## config.mk

```make
export PLATFORM = sky130hd
export DESIGN_NAME = reg_file_2r1w_clr_flat
export DESIGN_NICKNAME = d
export VERILOG_FILES = /design/src/rtl/reg_file_2r1w_clr_if.sv /design/src/rtl/reg_file_2r1w_clr.sv /design/src/flat_wrapper.sv
export SDC_FILE = /design/constraint.sdc
export NUM_CORES = 1
export LEC_CHECK = 0
export ABC_AREA = 1
export CAP_MARGIN = 5
export CORE_MARGIN = 4
export CORE_UTILIZATION = 35
export CTS_BUF_LIST = sky130_fd_sc_hd__clkbuf_16
export DETAILED_ROUTE_END_ITERATION = 10
export HOLD_SLACK_MARGIN = 0.03
export PLACE_DENSITY = 0.57
export RECOVER_POWER = 25
export SKIP_CTS_REPAIR_TIMING = 1
export SLEW_MARGIN = 25
export SYNTH_ARGS = -nofsm -noshare
export SYNTH_HDL_FRONTEND = slang
export SYNTH_SLANG_ARGS = --single-unit
```

## constraint.sdc

```tcl
create_clock -name clk -period 3.71 [get_ports clk]
set_clock_uncertainty 0.2 [all_clocks]
set_input_delay 0.9275 -clock clk [delete_from_list [all_inputs] [get_ports clk]]
set_output_delay 0.9275 -clock clk [all_outputs]
set_load 0.005 [all_outputs]
```

## src/rtl/reg_file_2r1w_clr_if.sv

```systemverilog
// reg_file_2r1w_clr_if: control, write and dual-read bus of the clearable register file
interface reg_file_2r1w_clr_if #(
   parameter int DATA_WIDTH = 8,
   parameter int ADDR_WIDTH = 2
);
   logic                  clr_req;
   logic                  wr_en;
   logic [ADDR_WIDTH-1:0] w_addr;
   logic [DATA_WIDTH-1:0] w_data;
   logic [ADDR_WIDTH-1:0] r_addr_a;
   logic [ADDR_WIDTH-1:0] r_addr_b;
   logic [DATA_WIDTH-1:0] r_data_a;
   logic [DATA_WIDTH-1:0] r_data_b;
   logic                  ready;
   logic                  wr_drop;
   modport master (
      output clr_req, wr_en, w_addr, w_data, r_addr_a, r_addr_b,
      input  r_data_a, r_data_b, ready, wr_drop
   );
   modport slave (
      input  clr_req, wr_en, w_addr, w_data, r_addr_a, r_addr_b,
      output r_data_a, r_data_b, ready, wr_drop
   );
endinterface

```

## src/rtl/reg_file_2r1w_clr.sv

```systemverilog
// reg_file_2r1w_clr: 2-read/1-write register file with hardware clear sequencer; define REG_FILE_BYPASS_EN for write-first reads
module reg_file_2r1w_clr #(
   parameter int                    DATA_WIDTH = 8,
   parameter int                    ADDR_WIDTH = 2,
   parameter logic [DATA_WIDTH-1:0] CLR_VALUE  = '0
) (
   input logic                clk,
   input logic                reset_n,
   reg_file_2r1w_clr_if.slave bus
);
   localparam int DEPTH = 1 << ADDR_WIDTH;
   typedef enum logic {CLEAR, IDLE} state_t;
   state_t                state, state_nxt;
   logic [ADDR_WIDTH-1:0] clr_addr;
   logic [DATA_WIDTH-1:0] mem [DEPTH];
   logic                  clr_we, rdy, wr_ok;
   logic [DATA_WIDTH-1:0] rd_a, rd_b;
   // state register; reset always restarts the clear sequence
   always_ff @(posedge clk or negedge reset_n) begin
      if (!reset_n) state <= CLEAR;
      else          state <= state_nxt;
   end
   // next state: clear runs to the last entry, clr_req only honoured in IDLE
   always_comb begin
      state_nxt = state == CLEAR ? (clr_addr == ADDR_WIDTH'(DEPTH - 1) ? IDLE : CLEAR)
                                 : (bus.clr_req ? CLEAR : IDLE);
   end
   // state-decoded outputs
   always_comb begin
      rdy    = state == IDLE;
      clr_we = state == CLEAR;
   end
   assign wr_ok     = bus.wr_en && rdy && !bus.clr_req;
   assign bus.ready = rdy;
   // clear pointer walks while clearing and parks at 0 otherwise
   always_ff @(posedge clk or negedge reset_n) begin
      if (!reset_n) clr_addr <= '0;
      else          clr_addr <= clr_we ? clr_addr + 1'b1 : '0;
   end
   // storage array, initialised only by the clear sequencer
   always_ff @(posedge clk) begin
      if (clr_we)     mem[clr_addr]   <= CLR_VALUE;
      else if (wr_ok) mem[bus.w_addr] <= bus.w_data;
   end
   // read data selection; CLR_VALUE is returned while the array is not valid
   always_comb begin
`ifdef REG_FILE_BYPASS_EN
      rd_a = !rdy ? CLR_VALUE : (wr_ok && bus.w_addr == bus.r_addr_a) ? bus.w_data : mem[bus.r_addr_a];
      rd_b = !rdy ? CLR_VALUE : (wr_ok && bus.w_addr == bus.r_addr_b) ? bus.w_data : mem[bus.r_addr_b];
`else
      rd_a = !rdy ? CLR_VALUE : mem[bus.r_addr_a];
      rd_b = !rdy ? CLR_VALUE : mem[bus.r_addr_b];
`endif
   end
   // registered read ports and dropped-write pulse
   always_ff @(posedge clk or negedge reset_n) begin
      if (!reset_n) begin
         bus.r_data_a <= '0;
         bus.r_data_b <= '0;
         bus.wr_drop  <= 1'b0;
      end else begin
         bus.r_data_a <= rd_a;
         bus.r_data_b <= rd_b;
         bus.wr_drop  <= bus.wr_en && !(rdy && !bus.clr_req);
      end
   end
endmodule

```

## src/flat_wrapper.sv

```systemverilog
// flat-port wrapper written by rule: the top's interface ports become plain ports
module reg_file_2r1w_clr_flat 
#(
   parameter int                    DATA_WIDTH = 8,
   parameter int                    ADDR_WIDTH = 2,
   parameter logic [DATA_WIDTH-1:0] CLR_VALUE  = '0
)
  (clk, reset_n, bus_clr_req, bus_wr_en, bus_w_addr, bus_w_data, bus_r_addr_a, bus_r_addr_b, bus_r_data_a, bus_r_data_b, bus_ready, bus_wr_drop);
  reg_file_2r1w_clr_if #(.DATA_WIDTH(DATA_WIDTH), .ADDR_WIDTH(ADDR_WIDTH)) bus_i ();
  input logic clk;
  input logic reset_n;
  input wire logic [$bits(bus_i.clr_req)-1:0] bus_clr_req;
  input wire logic [$bits(bus_i.wr_en)-1:0] bus_wr_en;
  input wire logic [$bits(bus_i.w_addr)-1:0] bus_w_addr;
  input wire logic [$bits(bus_i.w_data)-1:0] bus_w_data;
  input wire logic [$bits(bus_i.r_addr_a)-1:0] bus_r_addr_a;
  input wire logic [$bits(bus_i.r_addr_b)-1:0] bus_r_addr_b;
  output wire logic [$bits(bus_i.r_data_a)-1:0] bus_r_data_a;
  output wire logic [$bits(bus_i.r_data_b)-1:0] bus_r_data_b;
  output wire logic [$bits(bus_i.ready)-1:0] bus_ready;
  output wire logic [$bits(bus_i.wr_drop)-1:0] bus_wr_drop;
  assign bus_i.clr_req = bus_clr_req;
  assign bus_i.wr_en = bus_wr_en;
  assign bus_i.w_addr = bus_w_addr;
  assign bus_i.w_data = bus_w_data;
  assign bus_i.r_addr_a = bus_r_addr_a;
  assign bus_i.r_addr_b = bus_r_addr_b;
  assign bus_r_data_a = bus_i.r_data_a;
  assign bus_r_data_b = bus_i.r_data_b;
  assign bus_ready = bus_i.ready;
  assign bus_wr_drop = bus_i.wr_drop;
  reg_file_2r1w_clr #(.DATA_WIDTH(DATA_WIDTH), .ADDR_WIDTH(ADDR_WIDTH), .CLR_VALUE(CLR_VALUE)) u_core (.clk(clk), .reset_n(reset_n), .bus(bus_i));
endmodule
```

==> results.cfg, run 1 <==
[synthesis]
seq_area_frac_synth_pct = 59.59
async_flop_share_pct = 38.46
syn_inst = 258
yosys_warnings = 0
netlist_top_cells_area = edfxtp_1 (39%), dfrtp_1 (20%), nand2_1 (10%)
ys_ff_latch = 52
yosys_most_used_dff = edfxtp_1
avgSynthCellArea_um2 = 9.505
synth_nets = 277
synth.distinct_cells = 20
synth_top_cell_by_area = edfxtp_1
synth_enable_flop_cells = 32
netlist.area_leader.share_pct = 39.18
netlist_area_mm2 = 0.002452

[cells_and_area]
diodes = 0
syn2layout_area_growth_pct = 22.81
utilization_pct = 44.33
multi_input_area_um2 = 689.4
seq_area_mm2 = 0.001461
drive_gt1_share_pct = 9.247
nFillCells = 662
nNetsFinal = 310

[timing]
fmax_mhz = 346.0
layout_min_cycle_time_ns = 2.890
post-route-period-util_pct = 77.90
final_max_slew_viol_count = 0
relSlewSlack_pct = 21.84
hold_viol_final = 0
hold_slack_ns = 0.3154
rsz0062_at_grt = no
setup_violations = 0
finalSetupTns_ns = 0
max_slew.worst_pin.slew_ns = 1.172

[cts]
cts_max_level = 2
insertion_delay_ns = 0.28
cts_buffer_depth = 2
cts_buffers = 5
cts_tree = done
clkTransAtPathRegs_ns = 0.06
clock_sinks = 52
clock-root-buffer = clkbuf_16

[floorplanning]
ioPinCount = 36
core_mm2 = 0.006794
start_util_pct = 36.10
fp.dieH_um = 91.71
row_count = 30
dieArea_mm2 = 0.008410
fp.dieW_um = 91.71

[setup_path]
rr_worst_depth = 4
rrSetupSlack_ns = 1.62
reg2reg_from = u_core.bus.ready
r2r-end = u_core.mem[2][1]
cp-end-kind = flip-flop
cp.arrival_ns = 2.61
cp-start-kind = input pin
path_max_fanout = 12
worstSetupPathType = in2reg
required_ns = 3.43

[global_routing]
grt_first_pass_wirelength_mm = 8.031
grt_pass1_vias = 1640
antenna_found_initial = 0
grt_usage_pct = 12.08
grt_overflow_total = 0
grt_max_degree = 21

[placed_design]
detailed_place_hpwl_mm = 3.622
gp_congestion = 0.7806
io_buffer_count = 35

[route]
drc = 0
detail_route.wl_per_cell_um = 12.63
ant_nets = 0
drt-total-wl_mm = 4.901
detail_route.iter0.violations = 93
via_per_inst = 4.425
vias = 1717
first_pass_iters = 4

[power]
vdd_drop_max_mv = 0.3122
power.density_mw_per_mm2 = 678.7
p_leak_nw = 1.372

[run]
timing.max_cap.violations = 0

[worst_hold_path]
whs_path_depth = 1
hold_class = reg2reg
min_delay_worst_endpoint = u_core.clr_addr[0]
holdCritStartpoint = u_core.clr_addr[0]

[outcome]
outcome = finished clean
[worst max-delay path by stage]
stage	startpoint	end	slack, ns
5_1_grt	bus_clr_req	u_core.mem[2][7]	0.73
6_report	bus_clr_req	u_core.mem[2][1]	0.82
2_1_floorplan	bus_clr_req	u_core.mem[1][0]	1.46
4_1_cts	bus_clr_req	u_core.mem[2][3]	0.97
3_5_place_dp	bus_clr_req	u_core.mem[2][5]	0.67
3_3_place_gp	bus_clr_req	u_core.mem[3][4]	0.72
[critical path, cell delays in order]
cell	delay (ns)
dlygate4sd3_1	0.60
inv_1	0.15
nand3_4	0.18
nand2_1	0.10
o21ai_0	0.11
nor2_1	0.53
[where the power goes]
part           internal (mW)  switching [mW]  total, mW
clock network          0.384           0.193      0.577
logic                  0.217           0.328      0.546
registers              0.849          0.0727      0.922
total                   1.45           0.594       2.04
[registers in the layout (all words and copies together), names as in the netlist]
| register | count |
|---|---|
| u_core.bus.ready | 1 |
| u_core.bus.wr_drop | 1 |
| u_core.mem | 32 |
| u_core.bus.r_data_b | 8 |
| u_core.bus.r_data_a | 8 |
| u_core.clr_addr | 2 |
[synthesized netlist by cell type, types with 4 or more instances]
library cell / number
nand3_2: 5
a21oi_1: 14
inv_2: 4
dfrtp_1: 20
inv_1: 45
nand2_1: 67
buf_6: 8
nor2_1: 15
edfxtp_1: 32
nand3_1: 29
[placed cells by master, fill, tap and decap left out]
master,n
bufinv_16,2
nand3_2,5
nand2_1,67
inv_1,47
dfrtp_1,20
o21ai_2,1
clkbuf_1,2
clkdlybuf4s50_1,32
inv_4,2
ha_1,1
nand2_4,1
nand3_1,29
inv_2,3
nand4_1,1
nor2_1,15
dlygate4sd3_1,2
nand3_4,1
edfxtp_1,32
a21oi_2,3
clkbuf_16,5
buf_4,1
a21oi_1,14
o21ai_0,3
nand2_2,3
[per-layer routing]
layer,vias to the layer above,global-route usage (%),routed length (um)
met1,789,15.86,2305
met4,0,4.950,78
met5,-,0,0
li1,877,-,-
met3,4,2.707,250
met2,47,19.29,2266
[logic make-up after synthesis]
family / after synthesis / synth area share, %
simple gates: 122 / 22.70
buf+inv: 62 / 12.30
flops: 52 / 59.59
compound gates: 21 / 4.898
fa+ha+maj: 1 / 0.5101
[per-stage QoR]
step	cell area, um^2	power [mW]	setup slack, ns	std cells
after floorplan	2452	1.266	1.457	258
after global placement	2833	1.473	0.7229	380
after detailed placement	2833	1.485	0.6682	380
after CTS	3022	2.064	0.9684	388
after global routing	3012	2.164	0.7287	388
final	3012	2.044	0.8199	388
[final cells by class]
cell class	count	share of cell area [%]
well taps	96	3.988
clock buffers	5	4.155
clock inverters	3	2.119
inverters	51	6.523
repair buffers	37	11.80
flip-flops and latches	52	48.53
multi-input cells	144	22.89
No activity file was read; power rests on OpenSTA's default activity.
==> inputs of run 2 (changes only) <==
PLACE_DENSITY = 0.59   (was 0.57)
clock period = 2.59 ns   (was 3.71 ns; I/O delays follow)
==> run 2 against run 1 <==
  * Sequential power up 43%
  * Clock power is 28% higher
  * Die area stayed put
  * Flip-flop and latch count is the same
  * Total power is 41% higher
  * Register-to-register slack worse by 0.78 ns
  * Cell count is 1.5% higher
  * Sequential share of layout area fell by 0.42 points
  * Worst hold slack got worse by 0.013 ns
  * Highest routed layer unchanged
  * Design area up 0.87%
  * Via count rose by 2.3%
  * Global-route usage is 0.46 points higher
==> results.cfg, run 2 (same netlist as run 1, synthesis figures left out) <==
[cts]
cts_buffers = 5
insertion_delay_ns = 0.29
clkTransAtPathRegs_ns = 0.07
cts_buffer_depth = 2
clock-root-buffer = clkbuf_16
cts_tree = done
cts_max_level = 2
clock_sinks = 52

[global_routing]
grt_first_pass_wirelength_mm = 8.466
gr-usage-met2_pct = 19.84
top_usage_layer = met2
met1_usage_pct = 16.79
grt_overflow_total = 0
grt_max_degree = 21
grt_usage_pct = 12.54
antenna_found_initial = 0
grt_use_met3_pct = 2.379
grt_pass1_vias = 1710

[power]
power.density_mw_per_mm2 = 949.3
power_mw = 2.884
p_leak_nw = 1.388
switchingPower_mw = 0.8637
p_comb_share_pct = 28.7
power_frac_clock_pct = 25.7
swShare_pct = 29.95
vdd_drop_max_mv = 0.3211
p_int_mw = 2.020
seqPwrFrac_pct = 45.7

[route]
detail_route.iter0.violations = 88
vias = 1756
drc = 0
first_pass_iters = 4
detail_route.wl_per_cell_um = 12.79
ant_nets = 0
drt-total-wl_mm = 5.038
via_per_inst = 4.457

[cells_and_area]
top_register = u_core.mem
largest_reg_flops = 32
mostFrequentLayoutCell = nand2_1
nNetsFinal = 316
stdcell_count = 394
seq_area_mm2 = 0.001461
nFillCells = 672
mostFrequentLayoutCells = nand2_1 (67), inv_1 (47), edfxtp_1 (32), clkdlybuf4s50_1 (31), nand3_1 (29)
multi_input_area_um2 = 689.4
top_regs = u_core.mem x32, u_core.bus.r_data_a x8, u_core.bus.r_data_b x8
diodes = 0
drive_gt1_share_pct = 10.40
syn2layout_area_growth_pct = 23.88

[timing]
hold_viol_final = 0
setup_violations = 0
fmax_mhz = 445.3
post-route-period-util_pct = 86.71
relSlewSlack_pct = 20.96
hold_slack_ns = 0.3024
layout_min_cycle_time_ns = 2.246
final_max_slew_viol_count = 0
rsz0062_at_grt = no
max_slew.worst_pin.slew_ns = 1.186
finalSetupTns_ns = 0

[floorplanning]
start_util_pct = 36.10
fp.dieH_um = 91.71
fp.dieW_um = 91.71
dieArea_mm2 = 0.008410
core_mm2 = 0.006794
row_count = 30
ioPinCount = 36

[placed_design]
detailed_place_hpwl_mm = 3.667
dpl.cell_count = 386
gp_congestion = 0.8802
io_buffer_count = 35

[setup_path]
crit_family = buffers and inverters
rrSetupSlack_ns = 0.84
path_cells = clkdlybuf4s50_1
cp_num_buf_inv = 1
cp-end-kind = primary output
crit_path_end = bus_ready
crit_slowest_cell = clkdlybuf4s50_1
r2r-end = u_core.mem[3][0]
startpoint = u_core.bus.ready
path_max_fanout = 9
required_ns = 1.74
cp-start-kind = flip-flop
reg2reg_from = u_core.bus.ready
worstSetupPathType = reg2out
cp_num_cells = 1
rr_worst_depth = 5
max_stage_delay_ns = 0.57
cp.arrival_ns = 1.40

[worst_hold_path]
hold_class = reg2reg
whs_path_depth = 1

[outcome]
outcome = finished clean

[run]
timing.max_cap.violations = 0
==> run 2: how the worst min path moves through the flow <==
| stage | slack [ns] | to | from |
|---|---|---|---|
| after floorplan | 0.15 | u_core.bus.r_data_a[0] | reset_n |
| after global placement | 0.30 | u_core.clr_addr[0] | u_core.clr_addr[0] |
| after detailed placement | 0.30 | u_core.clr_addr[0] | u_core.clr_addr[0] |
| after CTS | 0.31 | u_core.clr_addr[0] | u_core.clr_addr[0] |
| after global routing | 0.34 | u_core.clr_addr[0] | u_core.clr_addr[0] |
| final | 0.30 | u_core.clr_addr[0] | u_core.clr_addr[0] |
==> run 2: layer usage <==
| layer | vias up | routed length (um) |
|---|---|---|
| met5 | - | 0 |
| met4 | 0 | 82 |
| met3 | 8 | 278 |
| met2 | 68 | 2366 |
| met1 | 795 | 2310 |
| li1 | 885 | - |
==> run 2: power groups by stage <==
stage          logic (mW)  registers (mW)  clock network, mW
3_3_place_gp        0.822            1.34                  0
6_report            0.827            1.32              0.741
2_1_floorplan       0.508            1.31                  0
3_5_place_dp        0.833            1.34                  0
4_1_cts             0.838            1.32              0.752
5_1_grt             0.934            1.35              0.797
==> run 2: metrics by stage <==
stage               util, %  setup slack (ns)  area [um^2]
global placement      42.36            0.1972         2878
floorplan                 -            0.6166         2452
CTS                   44.82            0.3150         3045
finish                44.71            0.3443         3038
global route          44.71            0.2505         3038
detailed placement    42.36            0.1769         2878
==> run 2: final cells by class <==
type                            instances  share of cell area, %
Sequential cell                        52                  48.11
Multi-Input combinational cell        144                  22.69
Timing Repair Buffer                   43                  13.26
Inverter                               51                  6.466
Clock buffer                            5                  4.119
Tap cell                               96                  3.954
Clock inverter                          3                  1.400
